### config.mk
export PLATFORM = sky130hd
export DESIGN_NAME = muldiv_unit
export DESIGN_NICKNAME = d
export VERILOG_FILES = /design/src/rtl/muldiv_pkg.sv /design/src/rtl/muldiv_step.sv /design/src/rtl/muldiv_unit.sv
export SDC_FILE = /design/constraint.sdc
export NUM_CORES = 1
export LEC_CHECK = 0
export ABC_CLOCK_PERIOD_IN_PS = 5400
export CORE_MARGIN = 2
export CORE_UTILIZATION = 50
export CTS_CLUSTER_SIZE = 10
export DETAILED_ROUTE_END_ITERATION = 8
export GPL_TIMING_DRIVEN = 0
export PLACE_DENSITY = 0.68
export SLEW_MARGIN = 20
export SYNTH_ARGS = -nofsm -noshare
export SYNTH_HDL_FRONTEND = slang
export SYNTH_SLANG_ARGS = --single-unit
### constraint.sdc
create_clock -name clk -period 5.4 [get_ports clk]
set_clock_uncertainty 0.1 [all_clocks]
set_input_delay 1.08 -clock clk [delete_from_list [all_inputs] [get_ports clk]]
set_output_delay 1.08 -clock clk [all_outputs]
set_load 0.02 [all_outputs]
### src/rtl/muldiv_pkg.sv
// ============================================================================
// muldiv_pkg : shared types and defaults for the RV32M multiply/divide unit.
// Revision   : 1.0
// ============================================================================
`default_nettype none

package muldiv_pkg;

  localparam int DATA_WIDTH_DEF = 32;
  localparam int OP_WIDTH_DEF   = 3;

  typedef enum logic [2:0] {
    OP_MUL    = 3'b000,
    OP_MULH   = 3'b001,
    OP_MULHSU = 3'b010,
    OP_MULHU  = 3'b011,
    OP_DIV    = 3'b100,
    OP_DIVU   = 3'b101,
    OP_REM    = 3'b110,
    OP_REMU   = 3'b111
  } muldiv_op_e;

  typedef enum logic [1:0] {
    ST_IDLE = 2'd0,
    ST_CALC = 2'd1,
    ST_FIX  = 2'd2,
    ST_DONE = 2'd3
  } muldiv_state_e;

endpackage

`default_nettype wire

### src/rtl/muldiv_step.sv
// ============================================================================
// muldiv_step : one combinational shift-add (mul) or restoring shift-subtract
//               (div) iteration on the 2*DATA_WIDTH accumulator.
// Revision    : 1.0
// ============================================================================
`default_nettype none

module muldiv_step #(
  parameter int DATA_WIDTH = 32
) (
  input  logic                    is_div,
  input  logic [DATA_WIDTH-1:0]   operand,
  input  logic [2*DATA_WIDTH-1:0] acc_in,
  output logic [2*DATA_WIDTH-1:0] acc_out
);

  logic [DATA_WIDTH:0]   mul_sum;
  logic [DATA_WIDTH:0]   div_upper;
  logic [DATA_WIDTH-1:0] div_diff;
  logic                  div_ge;

  always_comb begin
    // Mul: multiplier sits in the low half and is consumed LSB first.
    mul_sum   = {1'b0, acc_in[2*DATA_WIDTH-1:DATA_WIDTH]}
              + (acc_in[0] ? {1'b0, operand} : {(DATA_WIDTH+1){1'b0}});
    // Div: partial remainder shifted left by one, next dividend bit appended.
    div_upper = acc_in[2*DATA_WIDTH-1:DATA_WIDTH-1];
    div_ge    = (div_upper >= {1'b0, operand});
    div_diff  = div_upper[DATA_WIDTH-1:0] - operand;
    if (is_div) begin
      if (div_ge)
        acc_out = {div_diff, acc_in[DATA_WIDTH-2:0], 1'b1};
      else
        acc_out = {div_upper[DATA_WIDTH-1:0], acc_in[DATA_WIDTH-2:0], 1'b0};
    end else begin
      acc_out = {mul_sum, acc_in[DATA_WIDTH-1:1]};
    end
  end

endmodule

`default_nettype wire

### src/rtl/muldiv_unit.sv
// ============================================================================
// muldiv_unit : iterative RV32M multiply/divide unit (IDLE/CALC/FIX/DONE).
//               Define MULDIV_FAST_MUL_EN for single-cycle multiplies.
// Revision    : 1.0
// ============================================================================
`default_nettype none

module muldiv_unit
  import muldiv_pkg::*;
#(
  parameter int DATA_WIDTH = DATA_WIDTH_DEF,
  parameter int OP_WIDTH   = OP_WIDTH_DEF
) (
  input  logic                  clk,
  input  logic                  rst_n,
  input  logic                  Start,
  input  logic                  Flush,
  input  logic [OP_WIDTH-1:0]   MulDivOp,
  input  logic [DATA_WIDTH-1:0] SrcA,
  input  logic [DATA_WIDTH-1:0] SrcB,
  output logic                  Busy,
  output logic                  Done,
  output logic [DATA_WIDTH-1:0] Result
);

  muldiv_state_e state, state_next;
  muldiv_op_e    op_in, op_q;

  logic [5:0]              cnt;
  logic [2*DATA_WIDTH-1:0] acc, acc_step, prod;
  logic [DATA_WIDTH-1:0]   operand_b, src_a_q, mag_a, mag_b;
  logic [DATA_WIDTH-1:0]   quo, rem, fix_result;
  logic                    neg_q, neg_r, dz_q, ovf_q;
  logic                    accept, a_neg, b_neg, is_div_in;
  logic                    div_zero_in, overflow_in, skip_in;

  assign op_in = muldiv_op_e'(MulDivOp[2:0]);

  always_comb begin
    accept      = Start && !Flush && (state == ST_IDLE || state == ST_DONE);
    is_div_in   = op_in[2];
    a_neg       = (op_in inside {OP_MULH, OP_MULHSU, OP_DIV, OP_REM}) && SrcA[DATA_WIDTH-1];
    b_neg       = (op_in inside {OP_MULH, OP_DIV, OP_REM}) && SrcB[DATA_WIDTH-1];
    mag_a       = a_neg ? -SrcA : SrcA;
    mag_b       = b_neg ? -SrcB : SrcB;
    div_zero_in = is_div_in && (SrcB == '0);
    overflow_in = (op_in == OP_DIV || op_in == OP_REM)
               && (SrcA == {1'b1, {(DATA_WIDTH-1){1'b0}}}) && (SrcB == '1);
`ifdef MULDIV_FAST_MUL_EN
    skip_in     = div_zero_in || overflow_in || !is_div_in;
`else
    skip_in     = div_zero_in || overflow_in;
`endif
  end

  always_ff @(posedge clk or negedge rst_n) begin
    if (!rst_n) state <= ST_IDLE;
    else        state <= state_next;
  end

  always_comb begin
    state_next = state;
    case (state)
      ST_IDLE: if (accept) state_next = skip_in ? ST_FIX : ST_CALC;
      ST_CALC: if (cnt == 6'(DATA_WIDTH-1)) state_next = ST_FIX;
      ST_FIX:  state_next = ST_DONE;
      ST_DONE: state_next = accept ? (skip_in ? ST_FIX : ST_CALC) : ST_IDLE;
      default: state_next = ST_IDLE;
    endcase
    if (Flush) state_next = ST_IDLE;
  end

  always_comb begin
    Busy = (state == ST_CALC) || (state == ST_FIX);
    Done = (state == ST_DONE);
  end

  muldiv_step #(.DATA_WIDTH(DATA_WIDTH)) u_step (
    .is_div  (op_q[2]),
    .operand (operand_b),
    .acc_in  (acc),
    .acc_out (acc_step)
  );

  // Magnitude result is re-signed here; special div cases bypass the datapath.
  always_comb begin
    prod = neg_q ? -acc : acc;
    quo  = neg_q ? -acc[DATA_WIDTH-1:0] : acc[DATA_WIDTH-1:0];
    rem  = neg_r ? -acc[2*DATA_WIDTH-1:DATA_WIDTH] : acc[2*DATA_WIDTH-1:DATA_WIDTH];
    case (op_q)
      OP_MUL:                       fix_result = prod[DATA_WIDTH-1:0];
      OP_MULH, OP_MULHSU, OP_MULHU: fix_result = prod[2*DATA_WIDTH-1:DATA_WIDTH];
      OP_DIV, OP_DIVU:              fix_result = dz_q ? '1 : (ovf_q ? src_a_q : quo);
      default:                      fix_result = dz_q ? src_a_q : (ovf_q ? '0 : rem);
    endcase
  end

  always_ff @(posedge clk or negedge rst_n) begin
    if (!rst_n) begin
      cnt       <= '0;
      acc       <= '0;
      op_q      <= OP_MUL;
      operand_b <= '0;
      src_a_q   <= '0;
      neg_q     <= 1'b0;
      neg_r     <= 1'b0;
      dz_q      <= 1'b0;
      ovf_q     <= 1'b0;
      Result    <= '0;
    end else begin
      if (accept) begin
        cnt       <= '0;
        op_q      <= op_in;
        operand_b <= mag_b;
        src_a_q   <= SrcA;
        neg_q     <= a_neg ^ b_neg;
        neg_r     <= a_neg;
        dz_q      <= div_zero_in;
        ovf_q     <= overflow_in;
`ifdef MULDIV_FAST_MUL_EN
        if (is_div_in) acc <= {{DATA_WIDTH{1'b0}}, mag_a};
        else           acc <= {{DATA_WIDTH{1'b0}}, mag_a} * {{DATA_WIDTH{1'b0}}, mag_b};
`else
        acc       <= {{DATA_WIDTH{1'b0}}, mag_a};
`endif
      end else if (state == ST_CALC) begin
        acc <= acc_step;
        cnt <= cnt + 6'd1;
      end
      if (state == ST_FIX && !Flush) Result <= fix_result;
    end
  end

endmodule

`default_nettype wire

==> results.md <==
- Die Height: approximately 180 um
- DPL Wire Length: 51.0 mm
- Dpl ws: roughly 640 ps
- Share of post-route cells with drive strength above 1: 0.0333
- MaxCap Viol Count: 0
- CP endpoint kind: register
- Die width: 183 um
- Routed len/inst: 24.3 um
- Post-route cell area: 0.0182 sq mm
- Post-synth top flop: dfrtp_1
- H-Tree Depth: 4
- PostCTS Resize Cnt: 0
- Final setup TNS: 0 ps
- Core Box Area: approximately 0.032 sq mm
- Initial antenna violation count: 2
- Root Driver: clkbuf_16
- Overall Power: between 0.01 and 0.015 W
- #FFs+latches synth: 175
- Clk sinks: 175
- Cell Area, Synth: 0.0160 sq mm
- RSZ-0062 raised after global routing: false
- Max FO, Critical Path: 10
- Fmax: 0.203 GHz
- Register Area: 0.00438 sq mm
- # IOs: between 100 and 150
- Global-route wire length before repair: ~98 mm
- Slew @ Worst Pin: 1090 ps
- WP data required: 5670 ps
- Final Cycle Share: 0.913
- Final net count: approximately 2400
- Maximum vdd ir drop: 0.408 mV
- DIE AREA: 0.0335 sq mm
- Num CTS Buffers: 17
- Sequential fraction of the synthesis area: 0.273
- Status: finished clean
- Final global-route overflow total: 0
- Routed Wire Length: roughly 65 mm
- 1st-pass router iterations: 7
- All-Layer GR Usage: 0.386
- Hold_buf cts: 0
- Area of the multi-input gates: 0.0108 sq mm
- CP Class: register to register
- Cell taking the most area after synthesis: dfrtp_1
- Arrival @ worst endpoint: 5200 ps
- FP Rows: 65
- PD cells: 747 mW/mm^2
- Setup violators final: 0
- CTS tree: done
- Clk pin slew, worst setup/hold paths: about 80 ps
- Final Max Slew Viols: 0
- Vias in the first global route: about 16000
- Ys Warns: 0
- Leak: about 7.4 nW
- Avg Cell Area, Syn: about 7.6 sq um
- Post-Syn Instances: between 2000 and 2500
- Asr flop ratio synth: 1.00
- Post-synth EDFFs: 0
- Startpoint Class: register
- Final Hold Viols: 0
- Worst min-delay path class: input pin to async pin
- Final worst slack: ~470 ps
- Share of the synthesized area in the top cell type: 0.273
- Fillers: 3043
- Drt drc: 0
- Vias per cell: 6.56
- Post-Syn Nets: 2262
- N_diodes: 0
- ANT nets after route: 0
- Cell variety after synth: 75
- Port bufs: 104
- Drt initial violations: 2516
- Initial Utilization: 0.508
- Area Growth Syn to Fin: 13.6%
- Relative slew slack: 0.269
- Vias: 17400
- Tmin final: 4930 ps
- Post-CTS setup buffers: 0
- CTS max path bufs: 2
- Pin count of the biggest net entering global routing: 94
- Leading post-synthesis cells by cell area: dfrtp_1 (27%), nand2_1 (8.0%), xnor2_1 (6.6%)
- Final Wtd Congestion: between 1 and 1.5
- Area after DPL: approximately 0.018 sq mm
- Worst-Skew Late Latency: 460 ps
final timing paths:
path | from | to | slack [ps] | cells past startpoint
min in group clk | Result[6]$_DFFE_PN0P_ | Result[6]$_DFFE_PN0P_ | 380 | 2
worst min-delay path | rst_n | operand_b[20]$_DFFE_PN0P_ | 340 | 1
worst max register to register | acc[0]$_DFFE_PN0P_ | acc[60]$_DFFE_PN0P_ | 470 | 14
worst max-delay path | acc[0]$_DFFE_PN0P_ | acc[60]$_DFFE_PN0P_ | 470 | 14
worst min register to register | Result[6]$_DFFE_PN0P_ | Result[6]$_DFFE_PN0P_ | 380 | 2
max in group asynchronous | rst_n | Result[18]$_DFFE_PN0P_ | 3830 | 3
area by class of cell:
type / count / share of cell area
clock buffers: 19 / 0.0243
well taps: 402 / 0.0276
repair buffers: 106 / 0.0605
flip-flops and latches: 175 / 0.241
multi-input cells: 1719 / 0.593
inverters: 66 / 0.0136
clock inverters: 13 / 0.00708
plain buffers: 155 / 0.0330
metrics by stage:
stage	util	cells	hold slack, ps
after global routing	0.577	2655	357
final	0.577	2655	343
after global placement	0.557	2621	363
after floorplan	-	2115	350
after detailed placement	0.559	2623	370
after CTS	0.577	2655	344
per-layer routing:
metal	wire [um]	track usage	part of all wire	vias to the layer above
met5	15	0	0.00023	-
met4	2450	0.148	0.038	2
met3	8330	0.106	0.13	158
met2	26000	0.547	0.40	1040
met1	27700	0.555	0.43	8327
li1	-	-	-	7890
critical path, cell delays in order (launching register included):
cell and delay (ps):
dfrtp_1 320, clkbuf_1 450, inv_1 330, clkbuf_1 310, nor2_1 160, ha_1 300, a21oi_1 290, a21boi_0 190
o31ai_1 540, a311oi_1 230, nor3_1 580, o21ai_0 240, a21oi_1 200, mux2_2 350, o31ai_1 220
synth_stat cells (10+ instances only):
library cell / n
nand4_1: 25
nand3_1: 43
nor2_1: 139
o211ai_1: 42
a21oi_1: 154
nor2b_1: 10
a211oi_1: 28
or3_1: 32
ha_1: 74
a31oi_1: 19
o31ai_1: 63
nor3_1: 35
o21bai_1: 10
xor2_1: 85
o22ai_1: 20
a221oi_1: 37
nand2b_1: 15
and3_1: 11
o41ai_1: 10
nand2_1: 342
nor4_1: 12
clkbuf_1: 146
a21o_1: 35
inv_1: 65
mux2i_1: 38
or4_1: 13
dfrtp_1: 175
o21ai_0: 192
xnor2_1: 120
state kept, by name, indices dropped and copies added, names as in the netlist:
register / flops
Result: 32
acc: 64
cnt: 6
dz_q: 1
neg_q: 1
neg_r: 1
op_q: 3
operand_b: 32
ovf_q: 1
src_a_q: 32
state: 2
kinds of logic (layout without fill, tap and decap cells):
kind of cell,after synthesis,in the layout,synth area share
XOR/XNOR,205,205,0.112
multiplexers,40,40,0.0251
adder cells (fa/ha/maj),76,76,0.0603
flip-flops,175,175,0.273
AO/OA/AOI/OAI,680,680,0.271
AND/OR/NAND/NOR,718,718,0.205
buffers and inverters,221,359,0.0530
where the power goes:
part,switching [W],internal [W]
logic,0.00610,0.00337
clock network,0.000599,0.000657
registers,0.000929,0.00194
layout by cell type, fill, tap and decap left out, types with 5 or more instances in the layout:
cell             count
xor2_1              85
dfrtp_1            175
nor2_1             138
or2_2                9
a21oi_1            154
mux2i_1             38
a31o_2               5
o31a_1               5
o21ai_0            192
a221oi_1            37
nand4_1             25
and3_1              11
a31oi_1             19
a21o_1              35
nor2b_1             10
o41ai_1             10
o31ai_1             63
or3_1               32
o22ai_1             20
o221ai_1             7
nand3_1             43
nor4_1              12
o21bai_1            10
a211oi_1            28
or4_1               13
ha_1                74
o21a_1               5
xnor2_1            120
o211ai_1            42
a21boi_0             5
and2_1               9
nand2b_1            15
clkbuf_16           17
nand2_1            342
inv_1               65
o21ai_1              7
clkdlybuf4s50_1    103
nor3_1              35
clkbuf_1           147
No activity file was read; power rests on OpenSTA's default activity.
